[config.mk]
export PLATFORM = sky130hd
export DESIGN_NAME = video_timing_gen_flat
export DESIGN_NICKNAME = d
export VERILOG_FILES = /design/src/rtl/video_pkg.sv /design/src/rtl/video_timing_gen_if.sv /design/src/rtl/video_axis_counter.sv /design/src/rtl/video_timing_gen.sv /design/src/flat_wrapper.sv
export SDC_FILE = /design/constraint.sdc
export NUM_CORES = 1
export LEC_CHECK = 0
export CORE_ASPECT_RATIO = 1.2
export CORE_MARGIN = 2
export CORE_UTILIZATION = 40
export CTS_BUF_LIST = sky130_fd_sc_hd__clkbuf_4
export DETAILED_ROUTE_END_ITERATION = 12
export GPL_TIMING_DRIVEN = 0
export REMOVE_ABC_BUFFERS = 1
export SLEW_MARGIN = 20
export SYNTH_ARGS = -nofsm -noshare
export SYNTH_HDL_FRONTEND = slang
export SYNTH_HIERARCHICAL = 1
export SYNTH_SLANG_ARGS = --single-unit
[constraint.sdc]
create_clock -name fpga_CLK_AUX -period 5.4 [get_ports fpga_CLK_AUX]
set_input_delay 1.35 -clock fpga_CLK_AUX [delete_from_list [all_inputs] [get_ports fpga_CLK_AUX]]
set_output_delay 1.35 -clock fpga_CLK_AUX [all_outputs]
set_load 0.01 [all_outputs]
[src/rtl/video_pkg.sv]
// Shared timing constants, position types and region encoding for the video
// raster generator. Defaults describe 720x480p CEA timing at 27 MHz.
package video_pkg;

  localparam int DEF_H_DISP  = 720;
  localparam int DEF_H_FP    = 16;
  localparam int DEF_H_PW    = 62;
  localparam int DEF_H_BP    = 60;
  localparam int DEF_H_TOTAL = DEF_H_DISP + DEF_H_FP + DEF_H_PW + DEF_H_BP;

  localparam int DEF_V_DISP  = 480;
  localparam int DEF_V_FP    = 9;
  localparam int DEF_V_PW    = 6;
  localparam int DEF_V_BP    = 30;
  localparam int DEF_V_TOTAL = DEF_V_DISP + DEF_V_FP + DEF_V_PW + DEF_V_BP;

  localparam int DEF_HPOS_W = $clog2(DEF_H_TOTAL);
  localparam int DEF_VPOS_W = $clog2(DEF_V_TOTAL);

  typedef logic [DEF_HPOS_W-1:0] hpos_t;
  typedef logic [DEF_VPOS_W-1:0] vpos_t;

  typedef enum logic [1:0] {
    ACTIVE = 2'd0,
    FRONT  = 2'd1,
    SYNC   = 2'd2,
    BACK   = 2'd3
  } region_e;

  // Regions are laid out in order: active, front porch, sync, back porch.
  function automatic region_e region_of(int pos, int disp, int fp, int pw);
    region_e r;
    r = BACK;
    if (pos < disp) begin
      r = ACTIVE;
    end else if (pos < disp + fp) begin
      r = FRONT;
    end else if (pos < disp + fp + pw) begin
      r = SYNC;
    end
    return r;
  endfunction

endpackage

[src/rtl/video_timing_gen_if.sv]
// Raster timing bundle between the timing generator and the pixel stage.
// en is a level run-enable driven by the consumer; all other signals are
// registered by the generator and valid on every cycle (no ready/back-pressure).
interface video_timing_gen_if #(
  parameter int HPOS_W = 10,
  parameter int VPOS_W = 10,
  parameter int FC_W   = 8
);

  logic              en;
  logic              video_HS;
  logic              video_VS;
  logic              video_DE;
  logic [HPOS_W-1:0] h_pos;
  logic [VPOS_W-1:0] v_pos;
  logic              line_start;
  logic              frame_start;
  logic [FC_W-1:0]   frame_count;

  modport master (
    input  en,
    output video_HS, video_VS, video_DE, h_pos, v_pos,
           line_start, frame_start, frame_count
  );

  modport slave (
    output en,
    input  video_HS, video_VS, video_DE, h_pos, v_pos,
           line_start, frame_start, frame_count
  );

endinterface

[src/rtl/video_axis_counter.sv]
// One raster axis: wrap counter with count-enable, terminal count and a
// decode of which timing region the current count lies in.
module video_axis_counter
  import video_pkg::*;
#(
  parameter int DISP = DEF_H_DISP,
  parameter int FP   = DEF_H_FP,
  parameter int PW   = DEF_H_PW,
  parameter int BP   = DEF_H_BP,
  parameter int W    = $clog2(DISP + FP + PW + BP)
) (
  input  logic         fpga_CLK_AUX,
  input  logic         fpga_NRST,
  input  logic         cnt_en,
  output logic [W-1:0] count,
  output logic         tc,
  output region_e      region
);

  localparam int TOTAL = DISP + FP + PW + BP;

  if (DISP < 1 || FP < 1 || PW < 1 || BP < 1) begin : g_bad_timing
    $error("video_axis_counter: DISP/FP/PW/BP must all be >= 1");
  end

  if (W < $clog2(TOTAL)) begin : g_bad_width
    $error("video_axis_counter: W too narrow for DISP+FP+PW+BP");
  end

  assign tc     = (count == W'(TOTAL - 1));
  assign region = region_of(int'(count), DISP, FP, PW);

  always_ff @(posedge fpga_CLK_AUX or negedge fpga_NRST) begin
    if (!fpga_NRST) begin
      count <= '0;
    end else if (cnt_en) begin
      count <= tc ? '0 : count + 1'b1;
    end
  end

endmodule

[src/rtl/video_timing_gen.sv]
// Raster timing generator: chains the horizontal wrap into the vertical count
// and registers every output from the pre-edge counter values.
module video_timing_gen
  import video_pkg::*;
#(
  parameter int H_DISP   = DEF_H_DISP,
  parameter int H_FP     = DEF_H_FP,
  parameter int H_PW     = DEF_H_PW,
  parameter int H_BP     = DEF_H_BP,
  parameter int V_DISP   = DEF_V_DISP,
  parameter int V_FP     = DEF_V_FP,
  parameter int V_PW     = DEF_V_PW,
  parameter int V_BP     = DEF_V_BP,
  parameter bit SYNC_POL = 1'b0,
  parameter int FC_W     = 8
) (
  input  logic               fpga_CLK_AUX,
  input  logic               fpga_NRST,
  video_timing_gen_if.master vid
);

  localparam int H_TOTAL = H_DISP + H_FP + H_PW + H_BP;
  localparam int V_TOTAL = V_DISP + V_FP + V_PW + V_BP;
  localparam int HW      = $clog2(H_TOTAL);
  localparam int VW      = $clog2(V_TOTAL);

  logic [HW-1:0] hc;
  logic [VW-1:0] vc;
  logic          h_tc;
  logic          v_tc_unused;
  logic          at_origin;
  region_e       h_reg;
  region_e       v_reg;

  video_axis_counter #(
    .DISP(H_DISP), .FP(H_FP), .PW(H_PW), .BP(H_BP), .W(HW)
  ) u_h (
    .fpga_CLK_AUX(fpga_CLK_AUX),
    .fpga_NRST   (fpga_NRST),
    .cnt_en      (vid.en),
    .count       (hc),
    .tc          (h_tc),
    .region      (h_reg)
  );

  video_axis_counter #(
    .DISP(V_DISP), .FP(V_FP), .PW(V_PW), .BP(V_BP), .W(VW)
  ) u_v (
    .fpga_CLK_AUX(fpga_CLK_AUX),
    .fpga_NRST   (fpga_NRST),
    .cnt_en      (vid.en && h_tc),
    .count       (vc),
    .tc          (v_tc_unused),
    .region      (v_reg)
  );

  assign at_origin = (hc == '0) && (vc == '0);

  // While paused the position outputs keep the last displayed pixel, so the
  // first enabled output after a pause is the next pixel in raster order.
  always_ff @(posedge fpga_CLK_AUX or negedge fpga_NRST) begin
    if (!fpga_NRST) begin
      vid.video_HS    <= ~SYNC_POL;
      vid.video_VS    <= ~SYNC_POL;
      vid.video_DE    <= 1'b0;
      vid.h_pos       <= '0;
      vid.v_pos       <= '0;
      vid.line_start  <= 1'b0;
      vid.frame_start <= 1'b0;
      vid.frame_count <= '0;
    end else if (vid.en) begin
      vid.video_HS    <= (h_reg == SYNC) ? SYNC_POL : ~SYNC_POL;
      vid.video_VS    <= (v_reg == SYNC) ? SYNC_POL : ~SYNC_POL;
      vid.video_DE    <= (h_reg == ACTIVE) && (v_reg == ACTIVE);
      vid.h_pos       <= hc;
      vid.v_pos       <= vc;
      vid.line_start  <= (hc == '0);
      vid.frame_start <= at_origin;
      if (at_origin) begin
        vid.frame_count <= vid.frame_count + FC_W'(1);
      end
    end else begin
      vid.video_HS    <= ~SYNC_POL;
      vid.video_VS    <= ~SYNC_POL;
      vid.video_DE    <= 1'b0;
      vid.line_start  <= 1'b0;
      vid.frame_start <= 1'b0;
    end
  end

endmodule

[src/flat_wrapper.sv]
// flat-port wrapper written by rule: the top's interface ports become plain ports
module video_timing_gen_flat import video_pkg::*;
#(
  parameter int H_DISP   = DEF_H_DISP,
  parameter int H_FP     = DEF_H_FP,
  parameter int H_PW     = DEF_H_PW,
  parameter int H_BP     = DEF_H_BP,
  parameter int V_DISP   = DEF_V_DISP,
  parameter int V_FP     = DEF_V_FP,
  parameter int V_PW     = DEF_V_PW,
  parameter int V_BP     = DEF_V_BP,
  parameter bit SYNC_POL = 1'b0,
  parameter int FC_W     = 8
)
  (fpga_CLK_AUX, fpga_NRST, vid_en, vid_video_HS, vid_video_VS, vid_video_DE, vid_h_pos, vid_v_pos, vid_line_start, vid_frame_start, vid_frame_count);
  video_timing_gen_if #(.HPOS_W(10), .VPOS_W(10), .FC_W(FC_W)) vid_i ();
  input  logic fpga_CLK_AUX;
  input  logic fpga_NRST;
  input wire logic [$bits(vid_i.en)-1:0] vid_en;
  output wire logic [$bits(vid_i.video_HS)-1:0] vid_video_HS;
  output wire logic [$bits(vid_i.video_VS)-1:0] vid_video_VS;
  output wire logic [$bits(vid_i.video_DE)-1:0] vid_video_DE;
  output wire logic [$bits(vid_i.h_pos)-1:0] vid_h_pos;
  output wire logic [$bits(vid_i.v_pos)-1:0] vid_v_pos;
  output wire logic [$bits(vid_i.line_start)-1:0] vid_line_start;
  output wire logic [$bits(vid_i.frame_start)-1:0] vid_frame_start;
  output wire logic [$bits(vid_i.frame_count)-1:0] vid_frame_count;
  assign vid_i.en = vid_en;
  assign vid_video_HS = vid_i.video_HS;
  assign vid_video_VS = vid_i.video_VS;
  assign vid_video_DE = vid_i.video_DE;
  assign vid_h_pos = vid_i.h_pos;
  assign vid_v_pos = vid_i.v_pos;
  assign vid_line_start = vid_i.line_start;
  assign vid_frame_start = vid_i.frame_start;
  assign vid_frame_count = vid_i.frame_count;
  video_timing_gen #(.H_DISP(H_DISP), .H_FP(H_FP), .H_PW(H_PW), .H_BP(H_BP), .V_DISP(V_DISP), .V_FP(V_FP), .V_PW(V_PW), .V_BP(V_BP), .SYNC_POL(SYNC_POL), .FC_W(FC_W)) u_core (.fpga_CLK_AUX(fpga_CLK_AUX), .fpga_NRST(fpga_NRST), .vid(vid_i));
endmodule
==> impl_metrics.py <==
metrics = {
    "sta": {
        "post-route-period-util_pct": 51.50,
        "slew_headroom_pct": 55.97,
        "hold_violations": 0,
        "timing.hold.ws_ps": 480.4,
        "fin_skew_ps": 11.18,
        "period_needed_ps": 2781,
        "setup_violations": 0,
        "tightest_slew_ps": 660.5,
        "rsz0062_at_grt": "no",
        "finalMaxSlewViolations": 0,
        "tns_ps": 0,
        "timing.fmax_mhz": 359.6,
    },
    "setup_path": {
        "cp_max_fo": 1,
        "worst_path_dominant_cell_family": "flip-flops",
        "slowest_delay_ps": 550,
        "worstSetupEndpointType": "primary output",
        "critical-path-slowest-cell": "dfstp_2",
        "worstPathRequired_ps": 4050,
        "cp.arrival_ps": 1430,
        "cp_num_buf_inv": 1,
        "critPathLaunchType": "flip-flop",
        "path_class": "reg -> out",
        "path_cells": "clkdlybuf4s50_1",
    },
    "clock_network": {
        "cts_tree": "built",
        "cts_hold_buf": 0,
        "clock_path_buffers": 2,
        "cts_num_sinks": 53,
        "cts.repair.resized": 0,
        "cts_made_buffers": 5,
        "cts_max_level": 2,
        "cts_setup_buffers": 0,
        "clock-root-buffer": "clkbuf_4",
        "clk_latency_ps": 360,
        "clkTransAtPathRegs_ps": 140,
    },
    "logic_synthesis": {
        "yosys-top-cells-area": "dfrtp_1 49%, mux2_2 9.5%, xor2_1 3.3%",
        "syn_area_per_cell_um2": 11.69,
        "ys_ff_latch": 53,
        "ys_warn_count": 6,
        "syn_inst": 224,
        "synth_cell_types": 53,
        "syn_area_um2": 2619,
        "synth.top_cell.area_share_pct": 48.73,
        "seq_area_frac_synth_pct": 50.74,
        "synth_top_cell_by_area": "dfrtp_1",
    },
    "pwr": {
        "ir_worst_vdd_v": 0.0001117,
        "p_leak_nw": 1.330,
        "finalPower_mw": 0.8815,
        "p_per_area_nw_per_um2": 285.1,
    },
    "worst_hold_path": {
        "hold_class": "reg -> reg",
    },
    "final_layout": {
        "area_growth_pct": 18.06,
        "multi_input_comb_area_um2": 1214,
        "layout_common_cells": "51 x dfrtp_1, 33 x clkdlybuf4s50_1, 22 x mux2_2, 14 x nand2_1, 14 x nand3_1",
        "drive_above_1_share_pct": 18.53,
        "diodes": 0,
        "layout_commonest_cell": "dfrtp_1",
        "nFillCells": 573,
        "register_area_um2": 1329,
        "fin_nets": 267,
    },
    "routing": {
        "viasPerCell": 5.259,
        "drtIter0Drc": 66,
        "vias": 1809,
        "routed_wl_mm": 4.868,
        "post_drt_wl_per_cell_um": 14.15,
        "firstDrtPassIters": 4,
        "drc": 0,
        "ant_nets": 0,
    },
    "die": {
        "num_io_pins": 36,
        "rows": 32,
        "core-area_um2": 6366,
        "die_height_um": 92.64,
        "die_area_um2": 7213,
        "die_x_um": 77.87,
        "start_util_pct": 41.14,
    },
    "global_routing": {
        "grt_util_all_layers_pct": 14.13,
        "grt_max_degree": 54,
        "grt-ovfl-total": 0,
        "grt_pass1_vias": 1751,
        "grt_pass1_wl_mm": 8.238,
        "antenna_found_initial": 0,
    },
    "placement": {
        "io_buffers": 35,
        "dp.final_hpwl_mm": 3.253,
        "gp_congestion": 0.7851,
    },
    "flow_run": {
        "cap_violations": 0,
    },
    "run_status": {
        "outcome": "completed",
    },
}
==> final timing paths <==
check / start / endpoint / slack (ps) / cells after the start
max reg2reg: u_core/u_h/count[1] / u_core/u_v/count[9] / 2760 / 8
min reg2reg: u_core/vid.frame_count[7] / u_core/vid.frame_count[7] / 480 / 1
max: u_core/vid.video_VS / vid_video_VS / 2620 / 1
min in group asynchronous: fpga_NRST / u_core/vid.v_pos[7] / 1000 / 1
max in group asynchronous: fpga_NRST / u_core/u_v/count[0] / 3960 / 1
min: u_core/vid.frame_count[7] / u_core/vid.frame_count[7] / 480 / 1
==> cell usage after synthesis (all sizes together) <==
cell / instances
dfrtp: 51
mux2: 22
nand3: 15
nand2: 14
nor4: 10
xor2: 10
nand2b: 9
inv: 8
o21ai: 7
ha: 6
nor3: 6
buf: 5
nand4: 5
nor2: 5
o21bai: 5
clkbuf: 4
or4: 4
a21oi: 3
o31ai: 3
xnor2: 3
a22oi: 2
and3: 2
and4: 2
dfstp: 2
nand3b: 2
o22ai: 2
o311ai: 2
o41ai: 2
a21boi: 1
a31oi: 1
a41oi: 1
and2: 1
and4b: 1
mux2i: 1
nand4b: 1
nand4bb: 1
nor3b: 1
or2: 1
or2b: 1
or3: 1
or4b: 1
==> through the flow <==
stage / setup WS [ps] / cells / cell area (um^2) / utilization, %
CTS: 2594 / 344 / 3092 / 48.57
detailed placement: 2310 / 336 / 3042 / 47.78
global placement: 1023 / 335 / 3029 / 47.58
finish: 2619 / 344 / 3092 / 48.57
global route: 2517 / 344 / 3092 / 48.57
floorplan: 2967 / 215 / 2572 / -
==> per-layer routing <==
layer | global-route usage, % | part of all wire (%)
met1 | 19.05 | 48
met2 | 22.99 | 48
met3 | 2.144 | 2.0
met4 | 5.208 | 1.2
met5 | 0 | 0
==> cells by family after synthesis <==
kind of cell / share of synthesized area, %
AO/OA/AOI/OAI: 8.027
buffers and inverters: 2.914
XOR/XNOR: 4.348
multiplexers: 9.842
adder cells (fa/ha/maj): 2.867
flip-flops: 50.74
AND/OR/NAND/NOR: 21.26
==> flip-flops by register name, summed over array words and instances (netlist names) <==
register and count:
u_core/u_h/count 10, u_core/u_v/count 10, u_core/vid.h_pos 10, u_core/vid.v_pos 10
u_core/vid.frame_count 8, u_core/vid.frame_start 1, u_core/vid.line_start 1, u_core/vid.video_DE 1
u_core/vid.video_HS 1, u_core/vid.video_VS 1
==> report_power, final <==
group | total, mW | leakage, nW | internal (mW) | switching [mW]
Sequential | 0.519 | 0.649 | 0.446 | 0.0733
Combinational | 0.197 | 0.650 | 0.109 | 0.0877
Clock | 0.165 | 0.0300 | 0.0475 | 0.118
Total | 0.882 | 1.33 | 0.603 | 0.279
==> layout make-up <==
type,instances,area share [%]
Tap cell,85,3.440
Timing Repair Buffer,36,11.74
Clock buffer,5,1.214
Multi-Input combinational cell,154,39.26
Clock inverter,3,0.4047
Sequential cell,53,42.98
Inverter,8,0.9713
No activity file was read; power rests on OpenSTA's default activity.
